[config.mk]
export PLATFORM = sky130hd
export DESIGN_NAME = bus_arbiter
export DESIGN_NICKNAME = d
export VERILOG_FILES = /design/src/rtl/bus_arbiter_pkg.sv /design/src/rtl/bus_arbiter_mem_lane_fmt.sv /design/src/rtl/bus_arbiter.sv
export SDC_FILE = /design/constraint.sdc
export NUM_CORES = 1
export LEC_CHECK = 0
export BUFFER_PORTS_ARGS = -buffer_cell sky130_fd_sc_hd__clkbuf_2
export CAP_MARGIN = 10
export CORE_ASPECT_RATIO = 1.5
export CORE_MARGIN = 3
export CORE_UTILIZATION = 25
export CTS_BUF_LIST = sky130_fd_sc_hd__clkbuf_4
export CTS_CLUSTER_DIAMETER = 30
export DETAILED_ROUTE_END_ITERATION = 10
export PLACE_DENSITY = 0.45
export RECOVER_POWER = 100
export REMOVE_ABC_BUFFERS = 1
export SYNTH_ARGS = -nofsm -noshare
export SYNTH_HDL_FRONTEND = slang
export SYNTH_SLANG_ARGS = --single-unit
[constraint.sdc]
create_clock -name clk -period 1.95 [get_ports clk]
set_input_delay 0.195 -clock clk [delete_from_list [all_inputs] [get_ports clk]]
set_output_delay 0.195 -clock clk [all_outputs]
set_load 0.02 [all_outputs]
[src/rtl/bus_arbiter_pkg.sv]
`default_nettype none
// ============================================================================
// Module      : bus_arbiter_pkg
// Description : Shared types for the memory bus front end: access size codes,
//               bus sequencer states, transfer owner, and the alignment rule
//               used to reject a request before it reaches the bus.
// Revision    : 1.0 - initial release
// ============================================================================
package bus_arbiter_pkg;

  typedef enum logic [1:0] {
    SIZE_BYTE = 2'd0,
    SIZE_HALF = 2'd1,
    SIZE_WORD = 2'd2
  } mem_size_t;

  typedef enum logic [1:0] {
    IDLE   = 2'd0,
    ACCESS = 2'd1,
    RESP   = 2'd2
  } bus_state_t;

  typedef enum logic {
    OWN_IF = 1'b0,
    OWN_D  = 1'b1
  } owner_t;

  // An access must sit on a multiple of its own size. The unused size code
  // is treated as a word so that it can never produce a partial-lane strobe.
  function automatic logic is_misaligned(input mem_size_t size, input logic [1:0] a);
    case (size)
      SIZE_BYTE: return 1'b0;
      SIZE_HALF: return a[0];
      default:   return (a != 2'b00);
    endcase
  endfunction

endpackage
`default_nettype wire

[src/rtl/bus_arbiter_mem_lane_fmt.sv]
`default_nettype none
// ============================================================================
// Module      : mem_lane_fmt
// Description : Combinational little-endian lane formatter.
//               Store side: replicates the right-justified store data onto
//               every lane and selects the active byte enables.
//               Load side: picks the addressed byte/half out of the bus word
//               and sign- or zero-extends it to 32 bits.
// Ports       : size       access size (mem_size_t)
//               addr_lo    byte offset within the word
//               sext       1 = sign-extend loads
//               wdata      right-justified store data
//               readdata   raw bus word
//               byteenable active byte lanes
//               writedata  lane-replicated store data
//               rdata      extended load data
// Revision    : 1.0 - initial release
// ============================================================================
module mem_lane_fmt
  import bus_arbiter_pkg::*;
(
  input  mem_size_t   size,
  input  logic [1:0]  addr_lo,
  input  logic        sext,
  input  logic [31:0] wdata,
  input  logic [31:0] readdata,
  output logic [3:0]  byteenable,
  output logic [31:0] writedata,
  output logic [31:0] rdata
);

  logic [7:0]  w_byte;
  logic [15:0] w_half;

  assign w_byte = readdata[{addr_lo, 3'b000} +: 8];
  assign w_half = readdata[{addr_lo[1], 4'b0000} +: 16];

  always_comb begin
    byteenable = 4'b1111;
    writedata  = wdata;
    rdata      = readdata;
    case (size)
      SIZE_BYTE: begin
        byteenable = 4'b0001 << addr_lo;
        writedata  = {4{wdata[7:0]}};
        rdata      = {{24{sext & w_byte[7]}}, w_byte};
      end
      SIZE_HALF: begin
        byteenable = addr_lo[1] ? 4'b1100 : 4'b0011;
        writedata  = {2{wdata[15:0]}};
        rdata      = {{16{sext & w_half[15]}}, w_half};
      end
      default: ;
    endcase
  end

endmodule
`default_nettype wire

[src/rtl/bus_arbiter.sv]
`default_nettype none
// ============================================================================
// Module      : bus_arbiter
// Description : Sole Avalon-MM master for the multicycle core. Arbitrates the
//               memory bus between instruction fetch and data load/store,
//               sequences each transfer through waitrequest, and stalls the
//               core until the owner's ack pulse.
// Ports       : clk, reset_i            clock, synchronous active-high reset
//               if_req_i/if_addr_i      fetch request (held until if_ack_o)
//               if_ack_o/if_data_o      fetch completion pulse / fetched word
//               d_req_i, d_we_i, d_addr_i, d_size_i, d_signed_i, d_wdata_i
//                                       data request (held until d_ack_o)
//               d_ack_o/d_rdata_o       data completion pulse / load data
//               misalign_o              ack of a rejected misaligned request
//               stall_o                 core stall
//               avm_*                   Avalon-MM master port
// Revision    : 1.0 - initial release
// ============================================================================
module bus_arbiter
  import bus_arbiter_pkg::*;
#(
  parameter bit DATA_PRIORITY = 1'b1
) (
  input  logic        clk,
  input  logic        reset_i,
  input  logic        if_req_i,
  input  logic [31:0] if_addr_i,
  output logic        if_ack_o,
  output logic [31:0] if_data_o,
  input  logic        d_req_i,
  input  logic        d_we_i,
  input  logic [31:0] d_addr_i,
  input  logic [1:0]  d_size_i,
  input  logic        d_signed_i,
  input  logic [31:0] d_wdata_i,
  output logic        d_ack_o,
  output logic [31:0] d_rdata_o,
  output logic        misalign_o,
  output logic        stall_o,
  output logic [31:0] avm_address_o,
  output logic        avm_read_o,
  output logic        avm_write_o,
  input  logic        avm_waitrequest_i,
  output logic [31:0] avm_writedata_o,
  output logic [3:0]  avm_byteenable_o,
  input  logic [31:0] avm_readdata_i
);

  bus_state_t  r_state, w_state_nxt;
  owner_t      r_owner;
  logic        r_we;
  mem_size_t   r_size;
  logic        r_sext;
  logic [31:0] r_addr;
  logic [31:0] r_wdata;
  logic        r_misalign;
  logic [31:0] r_if_data;
  logic [31:0] r_d_rdata;

  logic        w_grant_d;
  logic        w_grant_if;
  mem_size_t   w_req_size;
  logic [31:0] w_req_addr;
  logic        w_req_misalign;
  logic [3:0]  w_fmt_be;
  logic [31:0] w_fmt_wdata;
  logic [31:0] w_fmt_rdata;

  // The loser of a simultaneous request simply keeps its req high and is
  // picked up the next time the sequencer is back in IDLE.
  assign w_grant_d      = d_req_i & (DATA_PRIORITY | ~if_req_i);
  assign w_grant_if     = if_req_i & ~w_grant_d;
  assign w_req_size     = w_grant_d ? mem_size_t'(d_size_i) : SIZE_WORD;
  assign w_req_addr     = w_grant_d ? d_addr_i : if_addr_i;
  assign w_req_misalign = is_misaligned(w_req_size, w_req_addr[1:0]);

  mem_lane_fmt u_lane_fmt (
    .size       (r_size),
    .addr_lo    (r_addr[1:0]),
    .sext       (r_sext),
    .wdata      (r_wdata),
    .readdata   (avm_readdata_i),
    .byteenable (w_fmt_be),
    .writedata  (w_fmt_wdata),
    .rdata      (w_fmt_rdata)
  );

  always_ff @(posedge clk) begin
    if (reset_i) begin
      r_state    <= IDLE;
      r_owner    <= OWN_IF;
      r_we       <= 1'b0;
      r_size     <= SIZE_WORD;
      r_sext     <= 1'b0;
      r_addr     <= 32'd0;
      r_wdata    <= 32'd0;
      r_misalign <= 1'b0;
      r_if_data  <= 32'd0;
      r_d_rdata  <= 32'd0;
    end else begin
      r_state <= w_state_nxt;
      if (r_state == IDLE && (w_grant_d || w_grant_if)) begin
        r_owner    <= w_grant_d ? OWN_D : OWN_IF;
        r_we       <= w_grant_d & d_we_i;
        r_size     <= w_req_size;
        r_sext     <= w_grant_d & d_signed_i;
        r_addr     <= w_req_addr;
        r_wdata    <= w_grant_d ? d_wdata_i : 32'd0;
        r_misalign <= w_req_misalign;
      end
      // Load data is formatted straight off the bus on the completing edge so
      // it is already valid during the RESP (ack) cycle, then held.
      if (r_state == ACCESS && !avm_waitrequest_i && !r_we) begin
        if (r_owner == OWN_IF) begin
          r_if_data <= avm_readdata_i;
        end else begin
          r_d_rdata <= w_fmt_rdata;
        end
      end
    end
  end

  always_comb begin
    w_state_nxt = r_state;
    case (r_state)
      IDLE: begin
        if (w_grant_d || w_grant_if) begin
          w_state_nxt = w_req_misalign ? RESP : ACCESS;
        end
      end
      ACCESS: begin
        if (!avm_waitrequest_i) begin
          w_state_nxt = RESP;
        end
      end
      RESP:    w_state_nxt = IDLE;
      default: w_state_nxt = IDLE;
    endcase
  end

  always_comb begin
    avm_read_o       = 1'b0;
    avm_write_o      = 1'b0;
    avm_address_o    = 32'd0;
    avm_byteenable_o = 4'd0;
    avm_writedata_o  = 32'd0;
    if_ack_o         = 1'b0;
    d_ack_o          = 1'b0;
    misalign_o       = 1'b0;
    if (r_state == ACCESS) begin
      avm_read_o       = ~r_we;
      avm_write_o      = r_we;
      avm_address_o    = {r_addr[31:2], 2'b00};
      avm_byteenable_o = w_fmt_be;
      avm_writedata_o  = w_fmt_wdata;
    end
    if (r_state == RESP) begin
      if_ack_o   = (r_owner == OWN_IF);
      d_ack_o    = (r_owner == OWN_D);
      misalign_o = r_misalign;
    end
  end

  assign if_data_o = r_if_data;
  assign d_rdata_o = r_d_rdata;
  assign stall_o   = (if_req_i | d_req_i) & ~(if_ack_o | d_ack_o);

endmodule
`default_nettype wire

---- Word-level counts from Yosys, hierarchy flattened ----
Cells that the tools add are included.
storage, ports and cells
  latch bits .............................. 0
  bits in read-only memories .............. 0
  output and inout port bits .............. 138
  memories kept ........................... 0
  bits in writable memories ............... 0
  register bits ........................... 136
operators by class
  bitwise logic cells ..................... 12
  multipliers ............................. 0
  add/sub/neg operators ................... 0
  div/mod/pow operators ................... 0
  shift-type cells ........................ 3
  reduce and logical (&&, ||, !) cells .... 13
  magnitude comparators ................... 0
  muxes and demuxes ....................... 21
  eq/ne operators ......................... 6
operators by type and width
  cell                                                                      count
  32-bit 2-to-1 mux                                                         4
  32-bit case mux with 2 select lines                                       2
  32-bit by 6-bit indexed part select with 16-bit output                    1
  32-bit by 6-bit indexed part select with 8-bit output                     1
  2-bit 2-to-1 mux                                                          4
  4-bit 2-to-1 mux                                                          2
  4-bit case mux with 2 select lines                                        1
  1-bit AND                                                                 6
  2-bit by 1-bit == test with 1-bit output (second input constant)          3
  2-bit logical NOT                                                         3
  1-bit 2-to-1 mux                                                          6
  2-bit AND reduction                                                       3
  1-bit NOT                                                                 4
  2-bit case mux with 2 select lines                                        1
  1-bit by 2-bit left shift with 4-bit output (first input constant)        1
  1-bit logical AND                                                         3
  2-bit == test (second input constant)                                     1
  1-bit logical NOT                                                         2
  2-bit by 1-bit inequality test with 1-bit output (second input constant)  1
  2-bit inequality test (second input constant)                             1
  1-bit OR                                                                  2
  1-bit case mux with 2 select lines                                        1
  2-bit nonzero test                                                        1
  1-bit logical OR                                                          1

---- Longest topological paths before layout ----
  word-level depth ........................ 6
  depth in mapped cells ................... 7

---- Hierarchy ----
From an unflattened synthesis, not the netlist that was laid out.
unflattened totals
  cell total of the unflattened synthesis .. 822
  area, all modules ....................... 6762.7 um^2
by module, submodules not included
  module        area each (um^2)  seq. area each (um^2)  cells an instance  times used
  bus_arbiter   5485.3            2722.6                 651                1
  mem_lane_fmt  1277.5            0.0                    171                1

---- Worst setup path before layout ----
No wires, ideal clock.
  path kind ............................... register to output
  start point ............................. register r_size[0]
  end point ............................... output port avm_byteenable_o[3]
  cell stages (with the launch flop) ...... 7
  arrival ................................. 1.414 ns
  buffers on the path ..................... 2
  setup slack ............................. 0.341 ns
  path through ............................ dfxtp_1 buf_2 buf_2 inv_1 nand2_1 o21ai_0 a21oi_1
between the ends
  word-level cells in the longest chain between the ends .. 3
  elaborated cells between the ends (all ways) .. 4
ends and longest elaborated chain
  item                                                                                  RTL line                        source
  start: declaration                                                                    bus_arbiter.sv:52               mem_size_t r_size;
  start signal: assignment                                                              bus_arbiter.sv:105              r_size <= w_req_size;
  2-bit by 1-bit == test with 1-bit output / 2-bit logical NOT (equally long branches)  bus_arbiter_mem_lane_fmt.sv:42  case (size)
  4-bit case mux with 2 select lines *                                                  bus_arbiter_mem_lane_fmt.sv:42
  4-bit 2-to-1 mux *                                                                    bus_arbiter.sv:150              if (r_state == ACCESS) begin
  end: declaration                                                                      bus_arbiter.sv:45               output logic [3:0] avm_byteenable_o,
Mark *: on every way between the ends. The rest lies on a longest branch, timed or not.

---- Worst setup path after layout ----
  start point ............................. register r_state[1]
  end point ............................... output port avm_writedata_o[7]
between the ends
  word-level cells in the longest chain between the ends .. 2
ends and longest elaborated chain
  item                                      RTL line            source
  start: declaration                        bus_arbiter.sv:49   bus_state_t r_state, w_state_nxt;
  start signal: assignment                  bus_arbiter.sv:101  r_state <= w_state_nxt;
  2-bit by 1-bit == test with 1-bit output  bus_arbiter.sv:150
  32-bit 2-to-1 mux                         bus_arbiter.sv:150
  end: declaration                          bus_arbiter.sv:44   output logic [31:0] avm_writedata_o,
No other way between the ends.

==> reports/summary.txt <==
flop-to-flop setup slack = 80 ps
# IOs = 275
final setup fails = 0
Syn Area/Cell = 8.22 sq um
dpl cells = 1329
Worst path depth = 5
Die Wd = 136 microns
largest net degree at the start of global routing = 67
crit-path leading delay family = buffers and inverters
Reg-to-Reg End = d_rdata_o[0]
vias in the first global route = 7140
CP peak stage delay = 380 ps
DP Worst Slack = 164 ps
Final Max Tran Viols = 0
Final Critical Period = 1930 ps
Vias/cell = 4.68
Synth top area share = 42.8%
Clk network pwr share = 28.2%
CP startpoint kind = flip-flop
Max-slew headroom = 54.9%
starting density of the core = 25.8%
R2R depth = 7
DR DRC count = 0
CP Capture Type = output pin
Layout Nets = 1318
gr ovfl total = 0
Buf/Inv on CP = 3
RSZ-0062 raised after global routing = yes
final clock period utilization by the worst path = 98.8%
share of cells above drive strength 1 = 30.9%
Worst EP arrival = 1730 ps
Synth Register Bits = 136
clock transition at the registers of the reported paths = 140 ps
initial antenna violation count = 1
clock root cell = clkbuf_4
worst skew pair latency = 580 ps
final setup margin = 24.0 ps
most frequent cells in the layout = clkbuf_2, dlygate4sd3_1, dfxtp_1
Hold Path Origin = d_addr_i[0]
CTS Buf Count = 17
PD cells = 624 nW/um^2
critical path cell sequence = nor2b_4, buf_6, clkbuf_4, and2_4, buf_8
first-pass GRT wire length = 39400 microns
largest cells by area after synthesis = dfxtp_1, mux2i_1, a211oi_1
Avg WL per Cell = 16.9 microns
GRT Resource Usage Total = 18.2%
Reg power frac = 46.2%
Cells after Synth = 774
NetSw = 2090 uW
Layout area overhead = 67.0%
H-Tree Depth = 4
P_int = 4540 uW
via count = 7110
Iter 0 DRT Violations = 345
Hold Path Class = primary input to flip-flop
drt total wl = 25700 microns
status = completed
Placer Congestion = 0.806
cell count of the worst hold path = 5
most common cell after layout, fill and taps aside = clkbuf_2
MaxCap Viol Count = 0
die area = 27400 sq um
Mapped Area = 6360 sq um
Logic pwr share = 25.6%
peak supply drop = 0.411 mV
register area share after synthesis = 42.8%
Final Hold Violating Endpoints = 0
Die Ht = 201 microns
Finished Cell Area = 10600 sq um
core area = 24700 sq um
critical path peak fanout = 7
Leakage = 0.00435 uW
drt pass-1 iters = 6
worst hold endpoint = r_state[1]
Clock Path Buffers = 2
worst hold margin = 68.8 ps
required time worst endpoint = 1750 ps
worst setup path category = flip-flop to output pin
non-filler cells, final = 1519
CTS Sinks = 136
TritonCTS clock tree = built
dominant cell type by area after synthesis = dfxtp_1
max frequency = 0.519 GHz
ANT nets after route = 0
Yosys Warn Count = 0
crit path max-delay cell type = dfxtp_4
Sw Share = 31.5%
clk_skew = 26.9 ps
Netlist cell types = 37
hpwl dp = 16800 microns
Worst-Margin Slew = 676 ps
Row Count = 70
RR Startpoint = r_state[1]
Area after DPL = 8140 sq um
I/O Buffers = 272
-- layer usage --
layer / up-vias / track usage (%) / routed length, microns
li1: 3523 / - / -
met1: 3321 / 21.0 / 10200
met2: 222 / 32.6 / 13300
met3: 44 / 3.23 / 1370
met4: 0 / 7.46 / 802
met5: - / 0 / 0
-- state kept, by name, indices dropped and copies added (netlist names) --
| signal | flops |
|---|---|
| r_misalign | 1 |
| d_rdata_o | 32 |
| r_wdata | 32 |
| r_owner | 1 |
| r_addr | 32 |
| r_size | 2 |
| r_we | 1 |
| r_state | 2 |
| r_sext | 1 |
| if_data_o | 32 |
-- timing repair --
action,CTS,global route
hold endpoints to repair,126,0
gates resized for setup,123,142
buffers inserted,14,5
pin swaps,2,9
endpoints found under the setup margin,71,66
hold buffers,132,0
gates cloned,3,4
-- power groups by stage --
stage,sequential (uW),clock [uW],combinational (uW)
5_1_grt,3090,2070,1850
3_3_place_gp,3120,0,1260
3_5_place_dp,3130,0,1260
6_report,3070,1870,1700
4_1_cts,3060,1980,1650
2_1_floorplan,3150,0,626
-- how the worst max path moves through the flow --
stage	startpoint	to	slack (ps)
floorplan	r_state[0]	if_data_o[0]	-870
CTS	r_state[0]	avm_write_o	-70
global route	r_size[0]	avm_writedata_o[31]	-140
detailed placement	r_state[0]	d_rdata_o[20]	160
finish	r_state[1]	avm_writedata_o[7]	20
global placement	r_state[0]	d_rdata_o[19]	210
-- stage by stage --
| stage | setup TNS [ps] | power [uW] | utilization [%] |
|---|---|---|---|
| 2_1_floorplan | -88060 | 3780 | - |
| 3_3_place_gp | 0 | 4380 | 33.0 |
| 3_5_place_dp | 0 | 4390 | 33.0 |
| 4_1_cts | -1070 | 6690 | 42.0 |
| 5_1_grt | -5650 | 7020 | 43.0 |
| 6_report | 0 | 6640 | 43.0 |
-- cells in the mapped netlist --
cell       instances
nor3_2             1
nor2_1           126
a31oi_4            1
nor2_2             1
dfxtp_1          136
o41ai_1            1
nor3_1             2
nand3_2            1
o22ai_1            1
a31oi_1            2
nand3b_1           2
nor4b_1            8
o221ai_1           7
mux2i_1           52
buf_1              8
o21ai_0            2
a22o_1             8
nor2b_1           11
nand2_1          109
a2bb2oi_1          1
nand2b_1           4
buf_4              6
nor3b_2            1
a21oi_1           62
and3_1             1
a211oi_1          63
or3_1              1
nor4_2             1
clkbuf_1          31
clkinv_1           1
nor4bb_1           7
and2_1            41
a221oi_1           1
a22oi_1           42
inv_1              3
buf_2             28
conb_1             1
-- layout make-up --
class / count / area (sq um)
fill: 2559 / 14100
timing repair buffer: 459 / 3620
multi-input combinational: 563 / 3570
sequential: 136 / 2740
tap: 324 / 405
clock buffer: 18 / 135
clock inverter: 14 / 131
inverter: 4 / 18.8
antenna: 1 / 2.50
-- logic make-up (layout without fill, tap and decap cells) --
| kind of cell | after synthesis | after routing | share of synthesized area [%] |
|---|---|---|---|
| and+or+nand+nor | 317 | 318 | 23.0 |
| AOI/OAI and AO/OA | 191 | 191 | 20.5 |
| other | 1 | 3 | 0.0590 |
| muxes | 52 | 52 | 8.18 |
| buffers and inverters | 77 | 495 | 5.45 |
| DFF | 136 | 136 | 42.8 |
-- worst register-to-register path, cell delays in order, from the launching register on --
cell,delay [ps]
dfxtp_4,380
nor2b_4,120
buf_6,170
clkbuf_4,210
and3_1,160
clkbuf_4,370
o221ai_1,210
a21oi_1,170
(Power assumes the default switching activity.)
